===== src/rtl/redmule_pkg.sv =====
// redmule_pkg: shared constants and types for the RedMulE MX datapath.
//   MX_BLOCK_SIZE         elements that share one exponent
//   MX_EXP_W              width of one shared exponent
//   mx_exp_unpack_state_e state encoding of the exponent unpacker
package redmule_pkg;

  localparam int unsigned MX_BLOCK_SIZE = 32;
  localparam int unsigned MX_EXP_W      = 8;

  typedef enum logic [1:0] {
    IDLE      = 2'd0,
    WAIT_BEAT = 2'd1,
    EMIT      = 2'd2
  } mx_exp_unpack_state_e;

endpackage


===== src/rtl/redmule_mx_exp_unpacker.sv =====
// redmule_mx_exp_unpacker: turns wide exponent beats read linearly from memory
// into a stream of one shared exponent per MX block, counted against a
// per-job block total. Bytes past the last block of the final beat are dropped.
//
// Ports:
//   clk_i, rst_i            clock, asynchronous active-high reset
//   clear_i                 synchronous soft clear (back to IDLE, no done)
//   start_i, total_blocks_i job start and number of blocks of the job
//   beat_valid_i/_ready_o   exponent beat handshake, beat_data_i byte 0 first
//   exp_valid_o/_ready_i    exponent handshake, exp_o value, exp_last_o last
//   busy_o                  job in progress
//   done_o                  one-cycle completion pulse
//   overrun_o               sticky surplus-beat flag (optional, see below)
//
// Configuration macro: REDMULE_MX_EXP_OVERRUN_EN. When defined, beats arriving
// in IDLE after a completed job are swallowed and flagged on overrun_o; when
// undefined the port is absent and such beats stall at the source.
module redmule_mx_exp_unpacker
  import redmule_pkg::*;
#(
  parameter int unsigned EXP_DW = 512,
  parameter int unsigned EXP_W  = MX_EXP_W
) (
  input  logic              clk_i,
  input  logic              rst_i,
  input  logic              clear_i,
  input  logic              start_i,
  input  logic [31:0]       total_blocks_i,
  input  logic              beat_valid_i,
  input  logic [EXP_DW-1:0] beat_data_i,
  output logic              beat_ready_o,
  output logic              exp_valid_o,
  output logic [EXP_W-1:0]  exp_o,
  output logic              exp_last_o,
  input  logic              exp_ready_i,
  output logic              busy_o,
  output logic              done_o
`ifdef REDMULE_MX_EXP_OVERRUN_EN
  ,
  output logic              overrun_o
`endif
);

  localparam int unsigned BYTES = EXP_DW / 8;
  localparam int unsigned IDX_W = (BYTES > 1) ? $clog2(BYTES) : 1;
  localparam logic [IDX_W-1:0] IDX_LAST = IDX_W'(BYTES - 1);

  mx_exp_unpack_state_e state_q, state_d;
  logic [31:0]       rem_q, rem_d;
  logic [IDX_W-1:0]  idx_q, idx_d;
  logic [EXP_DW-1:0] beat_q, beat_d;
  logic              exp_valid_q, exp_valid_d;
  logic [EXP_W-1:0]  exp_q, exp_d;
  logic              exp_last_q, exp_last_d;
  logic              done_q, done_d;

  logic beat_ready;
  logic beat_hs;
  logic exp_hs;
  logic job_end;

`ifdef REDMULE_MX_EXP_OVERRUN_EN
  logic completed_q;
  logic overrun_q;
`endif

  assign beat_hs = beat_valid_i && beat_ready;
  assign exp_hs  = exp_valid_q && exp_ready_i;
  // The handshake that consumes the final exponent of the job.
  assign job_end = (state_q == EMIT) && exp_hs && (rem_q == 32'd1);

  // Beat acceptance: a refill is taken in the same cycle the last byte of the
  // current beat leaves, so beat boundaries cost no bubble.
  always_comb begin
    beat_ready = 1'b0;
    case (state_q)
      WAIT_BEAT: beat_ready = 1'b1;
      EMIT:      beat_ready = exp_ready_i && (idx_q == IDX_LAST) && (rem_q > 32'd1);
`ifdef REDMULE_MX_EXP_OVERRUN_EN
      IDLE:      beat_ready = completed_q;
`else
      IDLE:      beat_ready = 1'b0;
`endif
      default:   beat_ready = 1'b0;
    endcase
  end

  // Next-state, block counter, byte index and beat buffer; the exponent
  // outputs are derived from the next state so they are plain registers.
  always_comb begin
    state_d = state_q;
    rem_d   = rem_q;
    idx_d   = idx_q;
    beat_d  = beat_q;
    done_d  = 1'b0;
    if (clear_i) begin
      state_d = IDLE;
      rem_d   = 32'd0;
      idx_d   = {IDX_W{1'b0}};
      beat_d  = {EXP_DW{1'b0}};
    end else begin
      case (state_q)
        IDLE: begin
          if (start_i) begin
            rem_d = total_blocks_i;
            if (total_blocks_i != 32'd0) begin
              state_d = WAIT_BEAT;
            end else begin
              done_d = 1'b1;
            end
          end else begin
            state_d = IDLE;
          end
        end
        WAIT_BEAT: begin
          if (beat_hs) begin
            beat_d  = beat_data_i;
            idx_d   = {IDX_W{1'b0}};
            state_d = EMIT;
          end else begin
            state_d = WAIT_BEAT;
          end
        end
        EMIT: begin
          if (exp_hs) begin
            // rem_q is at least 1 in EMIT, so this cannot wrap.
            rem_d = rem_q - 32'd1;
            if (rem_q == 32'd1) begin
              state_d = IDLE;
              idx_d   = {IDX_W{1'b0}};
              done_d  = 1'b1;
            end else if (idx_q == IDX_LAST) begin
              idx_d = {IDX_W{1'b0}};
              if (beat_hs) begin
                beat_d = beat_data_i;
              end else begin
                state_d = WAIT_BEAT;
              end
            end else begin
              idx_d = idx_q + IDX_W'(1);
            end
          end else begin
            state_d = EMIT;
          end
        end
        default: state_d = IDLE;
      endcase
    end

    exp_valid_d = (state_d == EMIT);
    exp_last_d  = (state_d == EMIT) && (rem_d == 32'd1);
    if (state_d == EMIT) begin
      exp_d = beat_d[{idx_d, 3'b000} +: EXP_W];
    end else begin
      exp_d = {EXP_W{1'b0}};
    end
  end

  // State, counters, beat buffer and registered outputs.
  always_ff @(posedge clk_i or posedge rst_i) begin
    if (rst_i) begin
      state_q     <= IDLE;
      rem_q       <= 32'd0;
      idx_q       <= {IDX_W{1'b0}};
      beat_q      <= {EXP_DW{1'b0}};
      exp_valid_q <= 1'b0;
      exp_q       <= {EXP_W{1'b0}};
      exp_last_q  <= 1'b0;
      done_q      <= 1'b0;
    end else begin
      state_q     <= state_d;
      rem_q       <= rem_d;
      idx_q       <= idx_d;
      beat_q      <= beat_d;
      exp_valid_q <= exp_valid_d;
      exp_q       <= exp_d;
      exp_last_q  <= exp_last_d;
      done_q      <= done_d;
    end
  end

`ifdef REDMULE_MX_EXP_OVERRUN_EN
  // Surplus-beat tracking: only a job that ran to completion arms the sink,
  // and any beat swallowed in IDLE latches the sticky error.
  always_ff @(posedge clk_i or posedge rst_i) begin
    if (rst_i) begin
      completed_q <= 1'b0;
      overrun_q   <= 1'b0;
    end else if (clear_i) begin
      completed_q <= 1'b0;
      overrun_q   <= 1'b0;
    end else begin
      if (job_end) begin
        completed_q <= 1'b1;
      end else if ((state_q == IDLE) && start_i) begin
        completed_q <= 1'b0;
      end else begin
        completed_q <= completed_q;
      end
      if ((state_q == IDLE) && beat_hs) begin
        overrun_q <= 1'b1;
      end else begin
        overrun_q <= overrun_q;
      end
    end
  end

  assign overrun_o = overrun_q;
`endif

  assign beat_ready_o = beat_ready;
  assign exp_valid_o  = exp_valid_q;
  assign exp_o        = exp_q;
  assign exp_last_o   = exp_last_q;
  assign busy_o       = (state_q != IDLE);
  assign done_o       = done_q;

endmodule

===== config.mk =====
export PLATFORM = sky130hd
export DESIGN_NAME = redmule_mx_exp_unpacker
export DESIGN_NICKNAME = d
export VERILOG_FILES = /design/src/rtl/redmule_pkg.sv /design/src/rtl/redmule_mx_exp_unpacker.sv
export SDC_FILE = /design/constraint.sdc
export NUM_CORES = 2
export LEC_CHECK = 0
export BUFFER_PORTS_ARGS = -buffer_cell sky130_fd_sc_hd__buf_2
export CAP_MARGIN = 15
export CORE_ASPECT_RATIO = 0.8
export CORE_MARGIN = 3
export CORE_UTILIZATION = 40
export DETAILED_ROUTE_END_ITERATION = 6
export SLEW_MARGIN = 10
export SYNTH_ARGS = -nofsm -noshare
export SYNTH_HDL_FRONTEND = slang
export SYNTH_SLANG_ARGS = --single-unit

===== constraint.sdc =====
create_clock -name clk_i -period 22.6 [get_ports clk_i]
set_clock_uncertainty 0.2 [all_clocks]
set_input_delay 2.26 -clock clk_i [delete_from_list [all_inputs] [get_ports clk_i]]
set_output_delay 2.26 -clock clk_i [all_outputs]
set_load 0.05 [all_outputs]

# Word level (Yosys, flattened, before mapping)
# Index checks and enable logic that the tools add are counted.
[word_totals]
register_bits = 563
out_inout_bits = 13
[classes]
n_addsub = 2
order_cmp = 1
n_eq_ne = 6
n_shift = 1
n_mux = 33
reduce_logical = 8
[op_table]
columns = ["cell", "count"]
rows = [
  ["$mux 512", 5],
  ["$pmux 512 s2", 1],
  ["$shiftx 512x10->8", 1],
  ["$mux 32", 3],
  ["$eq 32x1->1 const B", 2],
  ["$pmux 32 s2", 1],
  ["$gt 32x1->1 const B", 1],
  ["$reduce_bool 32->1", 1],
  ["$sub 32x1->32 const B", 1],
  ["$mux 6", 5],
  ["$mux 2", 8],
  ["$pmux 6 s2", 1],
  ["$mux 8", 1],
  ["$add 6x1->6 const B", 1],
  ["$eq 6x6->1 const B", 1],
  ["$pmux 2 s3", 1],
  ["$logic_and 1x1->1", 5],
  ["$mux 1", 5],
  ["$eq 2x2->1 const B", 2],
  ["$pmux 1 s2", 2],
  ["$eq 2x1->1 const B", 1],
  ["$logic_not 2->1", 1],
  ["$reduce_bool 2->1", 1],
]

# Logic depth before layout (Yosys ltp)
[depth]
depth_word = 13
ltp_mapped = 18
depth_no_buf = 13

# Worst setup path before layout
# Ideal clock, no wire load.
[synth_timing]
path_type = "in2out"
start = "input exp_ready_i"
end = "output beat_ready_o"
arrival_time_ns = 2.975
t_required_ns = 20.140
setup_slack_ns = 17.165
path_stages = 2
n_path_buf = 0
path_cell_list = "a31oi_1 -> nor2_1"
[synth_between]
elab_chain_len = 3
[synth_rtl]
columns = ["element", "line_no", "source"]
rows = [
  ["start, declared", "redmule_mx_exp_unpacker.sv:35", "input logic exp_ready_i,"],
  ["$logic_and 1x1->1 (2 in series)", "redmule_mx_exp_unpacker.sv:78", "EMIT: beat_ready = exp_ready_i && (idx_q == IDX_LAST) && (rem_q > 32'd1);"],
  ["$pmux 1 s2", "redmule_mx_exp_unpacker.sv:76", "case (state_q)"],
  ["end, declared", "redmule_mx_exp_unpacker.sv:31", "output logic beat_ready_o,"],
]
# No other way between the ends.

# Worst setup path in the final report
[layout_timing]
start = "input exp_ready_i"
end = "register exp_q[3] (netlist: exp_o[3])"
[layout_between]
elab_chain_len = 12
[layout_rtl]
columns = ["element", "line_no", "source"]
rows = [
  ["$logic_and 1x1->1 (2 in series)", "redmule_mx_exp_unpacker.sv:78", ""],
  ["$pmux 1 s2", "redmule_mx_exp_unpacker.sv:76", ""],
  ["$logic_and 1x1->1", "redmule_mx_exp_unpacker.sv:67", "assign beat_hs = beat_valid_i && beat_ready;"],
  ["$mux 512", "redmule_mx_exp_unpacker.sv:116, redmule_mx_exp_unpacker.sv:134", ""],
  ["$mux 512", "redmule_mx_exp_unpacker.sv:132", "end else if (idx_q == IDX_LAST) begin"],
  ["$mux 512", "redmule_mx_exp_unpacker.sv:128", "if (rem_q == 32'd1) begin"],
  ["$mux 512", "redmule_mx_exp_unpacker.sv:125", "if (exp_hs) begin"],
  ["$pmux 512 s2 *", "redmule_mx_exp_unpacker.sv:102", "case (state_q)"],
  ["$mux 512 *", "redmule_mx_exp_unpacker.sv:96", "if (clear_i) begin"],
  ["via beat_d[59]", "redmule_mx_exp_unpacker.sv:51", "logic [EXP_DW-1:0] beat_q, beat_d;"],
  ["$shiftx 512x10->8 *", "redmule_mx_exp_unpacker.sv:153", "exp_d = beat_d[{idx_d, 3'b000} +: EXP_W];"],
  ["$mux 8 *", "redmule_mx_exp_unpacker.sv:152", "if (state_d == EMIT) begin"],
  ["via exp_d[3]", "redmule_mx_exp_unpacker.sv:53", "logic [EXP_W-1:0] exp_q, exp_d;"],
  ["end signal, assigned", "redmule_mx_exp_unpacker.sv:167", "exp_q <= {EXP_W{1'b0}};"],
  ["end signal, assigned", "redmule_mx_exp_unpacker.sv:176", "exp_q <= exp_d;"],
  ["end, declared", "redmule_mx_exp_unpacker.sv:53", ""],
]
# Mark *: on every way through the listed nets, which the timed path passes. The rest lies on a longest branch.

==> flow_summary.ini <==
[route]
viasPerCell = 6.476
avgRoutedWirePerCell_um = 31.04
dr.pass1.iters = 6
finalWirelength_mm = 127.1
drc = 0
vias = 26518
drtAntennaViolNets = 0
first_iter_violations = 3054

[timing]
holdWs_ns = 0.2843
fmaxAchievable_mhz = 124.3
rsz0062_at_grt = no
finalHoldViolations = 0
fin_crit_sh_pct = 35.60
tightest_slew_ns = 1.279
setup_tns_ns = 0
drv_slew = 0
report.final.setup_viol = 0
slew_headroom_pct = 14.70
min_period_ns = 8.045

[pwr]
clockPowerShare_pct = 43.7
power_frac_comb_pct = 11.3
internal-power_mw = 1.683
p_sw_share_pct = 27.19
peakVddDrop_mv = 0.05759
seqPwrFrac_pct = 45.0
p_switching_mw = 0.6285
p_leak_nw = 14.99
power.total_mw = 2.312
pwr_density_cell_nw_per_um2 = 69.92

[logic_synthesis]
syn_area_um2 = 27560
async_reset_ff_share_pct = 100.0
synthFlopType = dfrtp_1
synth.net_count = 3255
syn_inst = 2698
avgSynthCellArea_um2 = 10.22
ys_ff_latch = 563
yosys_warnings = 0
yosysUniqueCellTypes = 90
yosysSeqAreaShare_pct = 51.11
synth_edf_count = 0

[hold_path]
min_to = beat_q[239]
hold_path_depth = 1
hold_start = beat_q[239]
hold_class = reg2reg

[layout]
multi_input_area_um2 = 12350
drive_gt1_share_pct = 25.73
syn_to_final_growth_pct = 19.96
seq_area_um2 = 14090
fillers = 6267
post-route-util_pct = 48.81
finalNetCount = 3677

[setup_path]
reg2reg_from = rem_q[14]
end_kind = flop
crit_type = in2reg
r2r_cells = 15
worstSetupStartpointType = input port
cp.required_ns = 22.97
worstPathArrival_ns = 8.41
r2r_slack_ns = 14.79
cp_max_fo = 81
reg2reg_to = exp_o[3]

[global_route]
grt_max_degree = 176
grt.total_usage_pct = 33.85
overflow = 0
grt_pass1_vias = 25860
grt_pass1_wl_mm = 179.7
antenna_found_initial = 41

[clock_network]
clk_pin_slew_worst_paths_ns = 0.07
cts_buffer_depth = 3
clock_sinks = 563
root_buffer = clkbuf_16
clk_latency_ns = 0.63
htree_num_levels = 2
cts_resized = 0
numCtsBuffers = 60
tritoncts = built
postCtsSetupBuffers = 0
cts-hold-fix-buffers = 0

[placement]
gp_congestion = 0.9472
hpwl_mm = 89.84
port_buffers = 562

[floorplanning]
die_area_um2 = 72110
die_w_um = 299.5
rows = 85
io_pins = 563
die_h_um = 240.8
start_util_pct = 40.69
coreArea_um2 = 67750

[run_status]
status = finished, final reports clean

[job]
maxCapViolCount = 0
[state kept, by name, indices dropped and copies added, names as in the netlist]
name / flops
beat_q: 512
rem_q: 32
exp_o: 8
idx_q: 6
state_q: 2
done_o: 1
exp_last_o: 1
exp_valid_o: 1
[cells in the mapped netlist (6+ instances only)]
| cell | instances | area share [%] |
|---|---|---|
| nand3_1 | 104 | 1.9 |
| o21ai_0 | 56 | 1.0 |
| o221ai_1 | 17 | 0.54 |
| o211ai_1 | 19 | 0.52 |
| a41oi_1 | 6 | 0.19 |
| a2111oi_0 | 9 | 0.29 |
| buf_2 | 59 | 1.1 |
| a21o_1 | 11 | 0.30 |
| or4_1 | 13 | 0.35 |
| a31oi_1 | 32 | 0.73 |
| mux2i_1 | 54 | 2.0 |
| a211o_1 | 6 | 0.19 |
| nand4_1 | 18 | 0.41 |
| clkbuf_1 | 171 | 2.3 |
| a22oi_1 | 199 | 5.4 |
| dfrtp_1 | 563 | 51 |
| nor4_1 | 33 | 0.75 |
| mux2_2 | 11 | 0.45 |
| buf_1 | 39 | 0.53 |
| a21oi_1 | 123 | 2.2 |
| a211oi_1 | 38 | 1.0 |
| and2_1 | 12 | 0.27 |
| a22o_1 | 262 | 8.3 |
| a31o_2 | 33 | 1.0 |
| a221oi_1 | 23 | 0.73 |
| nor2_1 | 269 | 3.7 |
| inv_1 | 23 | 0.31 |
| nand2b_1 | 6 | 0.14 |
| a221o_1 | 13 | 0.47 |
| o22ai_1 | 56 | 1.3 |
| ha_1 | 7 | 0.32 |
| nand2_1 | 117 | 1.6 |
| and3_1 | 14 | 0.32 |
| o31ai_1 | 66 | 1.8 |
| a32o_1 | 29 | 1.1 |
| nor3_1 | 60 | 1.1 |
| a32oi_1 | 9 | 0.29 |
[cell usage in the layout (no fill, tap or decap), types with 18 or more instances in the layout]
master	n
o211ai_1	19
nor3_1	56
a22oi_1	199
a22o_1	262
nand4_1	18
o21ai_0	55
buf_2	561
a221oi_1	23
a211oi_1	38
nand3_1	104
nor4_1	33
nor2_1	269
a31o_2	33
clkbuf_16	61
nand2_1	117
a32o_1	29
o22ai_1	56
mux2i_1	54
a21oi_1	122
a31oi_1	32
inv_1	22
dfrtp_1	563
buf_4	68
o31ai_1	64
[layer usage]
layer  vias up  share of wire (%)  global-route usage [%]
met2      1416                 44                   50.76
met5         -               0.18                       0
met3       265                 10                   10.05
met4        38                3.5                   11.34
li1      11331                  -                       -
met1     13468                 42                   47.09
[cell families (layout without fill, tap and decap cells)]
logic type,count (synthesis),count (layout),synth area share (%)
other,0,15,0
AND/OR/NAND/NOR,686,686,11.81
flip-flops,563,563,51.11
multiplexers,66,66,2.492
adder cells (fa/ha/maj),7,7,0.3177
buffers and inverters,298,767,4.376
AO/OA/AOI/OAI,1071,1071,29.67
XOR/XNOR,7,7,0.2224
[power by group through the flow]
stage | combinational (mW) | sequential [mW] | clock (mW)
6_report | 0.261 | 1.04 | 1.01
4_1_cts | 0.258 | 1.04 | 1.02
2_1_floorplan | 0.143 | 1.06 | 0
3_5_place_dp | 0.257 | 1.06 | 0
3_3_place_gp | 0.253 | 1.06 | 0
5_1_grt | 0.281 | 1.04 | 1.06
[worst max-delay path, stage by stage]
cell,delay (ns)
buf_2,0.16
and2_1,0.38
nand3_1,0.19
a221o_2,0.16
buf_4,0.52
o31a_2,0.21
buf_4,0.68
buf_4,0.77
buf_4,0.80
buf_4,0.80
a22o_1,0.29
mux2i_1,0.08
a22oi_1,0.21
o211ai_1,0.12
nor4b_1,0.44
or4_1,0.18
[worst max path at each step]
stage	cells past startpoint	start	end	slack, ns
finish	16	exp_ready_i	exp_o[3]	14.56
global route	16	exp_ready_i	exp_o[3]	14.31
CTS	16	exp_ready_i	exp_o[3]	14.77
detailed placement	16	exp_ready_i	exp_o[3]	14.12
global placement	16	exp_ready_i	exp_o[3]	14.34
floorplan	1	rst_i	beat_q[0]	4.39
[stage by stage]
step | cells | setup slack [ns] | area (um2)
after CTS | 4080 | 14.77 | 33030
after global placement | 3971 | 14.34 | 31060
after detailed placement | 3971 | 14.12 | 31060
after floorplan | 2698 | 4.394 | 27560
after global routing | 4091 | 14.31 | 33060
final | 4095 | 14.56 | 33070
[cell type report]
cell class / count / area share [%]
Tap cell: 913 / 3.455
Timing Repair Buffer: 632 / 10.20
Sequential cell: 563 / 42.61
Inverter: 26 / 0.3254
Clock buffer: 89 / 5.328
Multi-Input combinational cell: 1837 / 37.36
Antenna cell: 15 / 0.1135
Clock inverter: 20 / 0.6092
No activity file was read; power rests on OpenSTA's default activity.
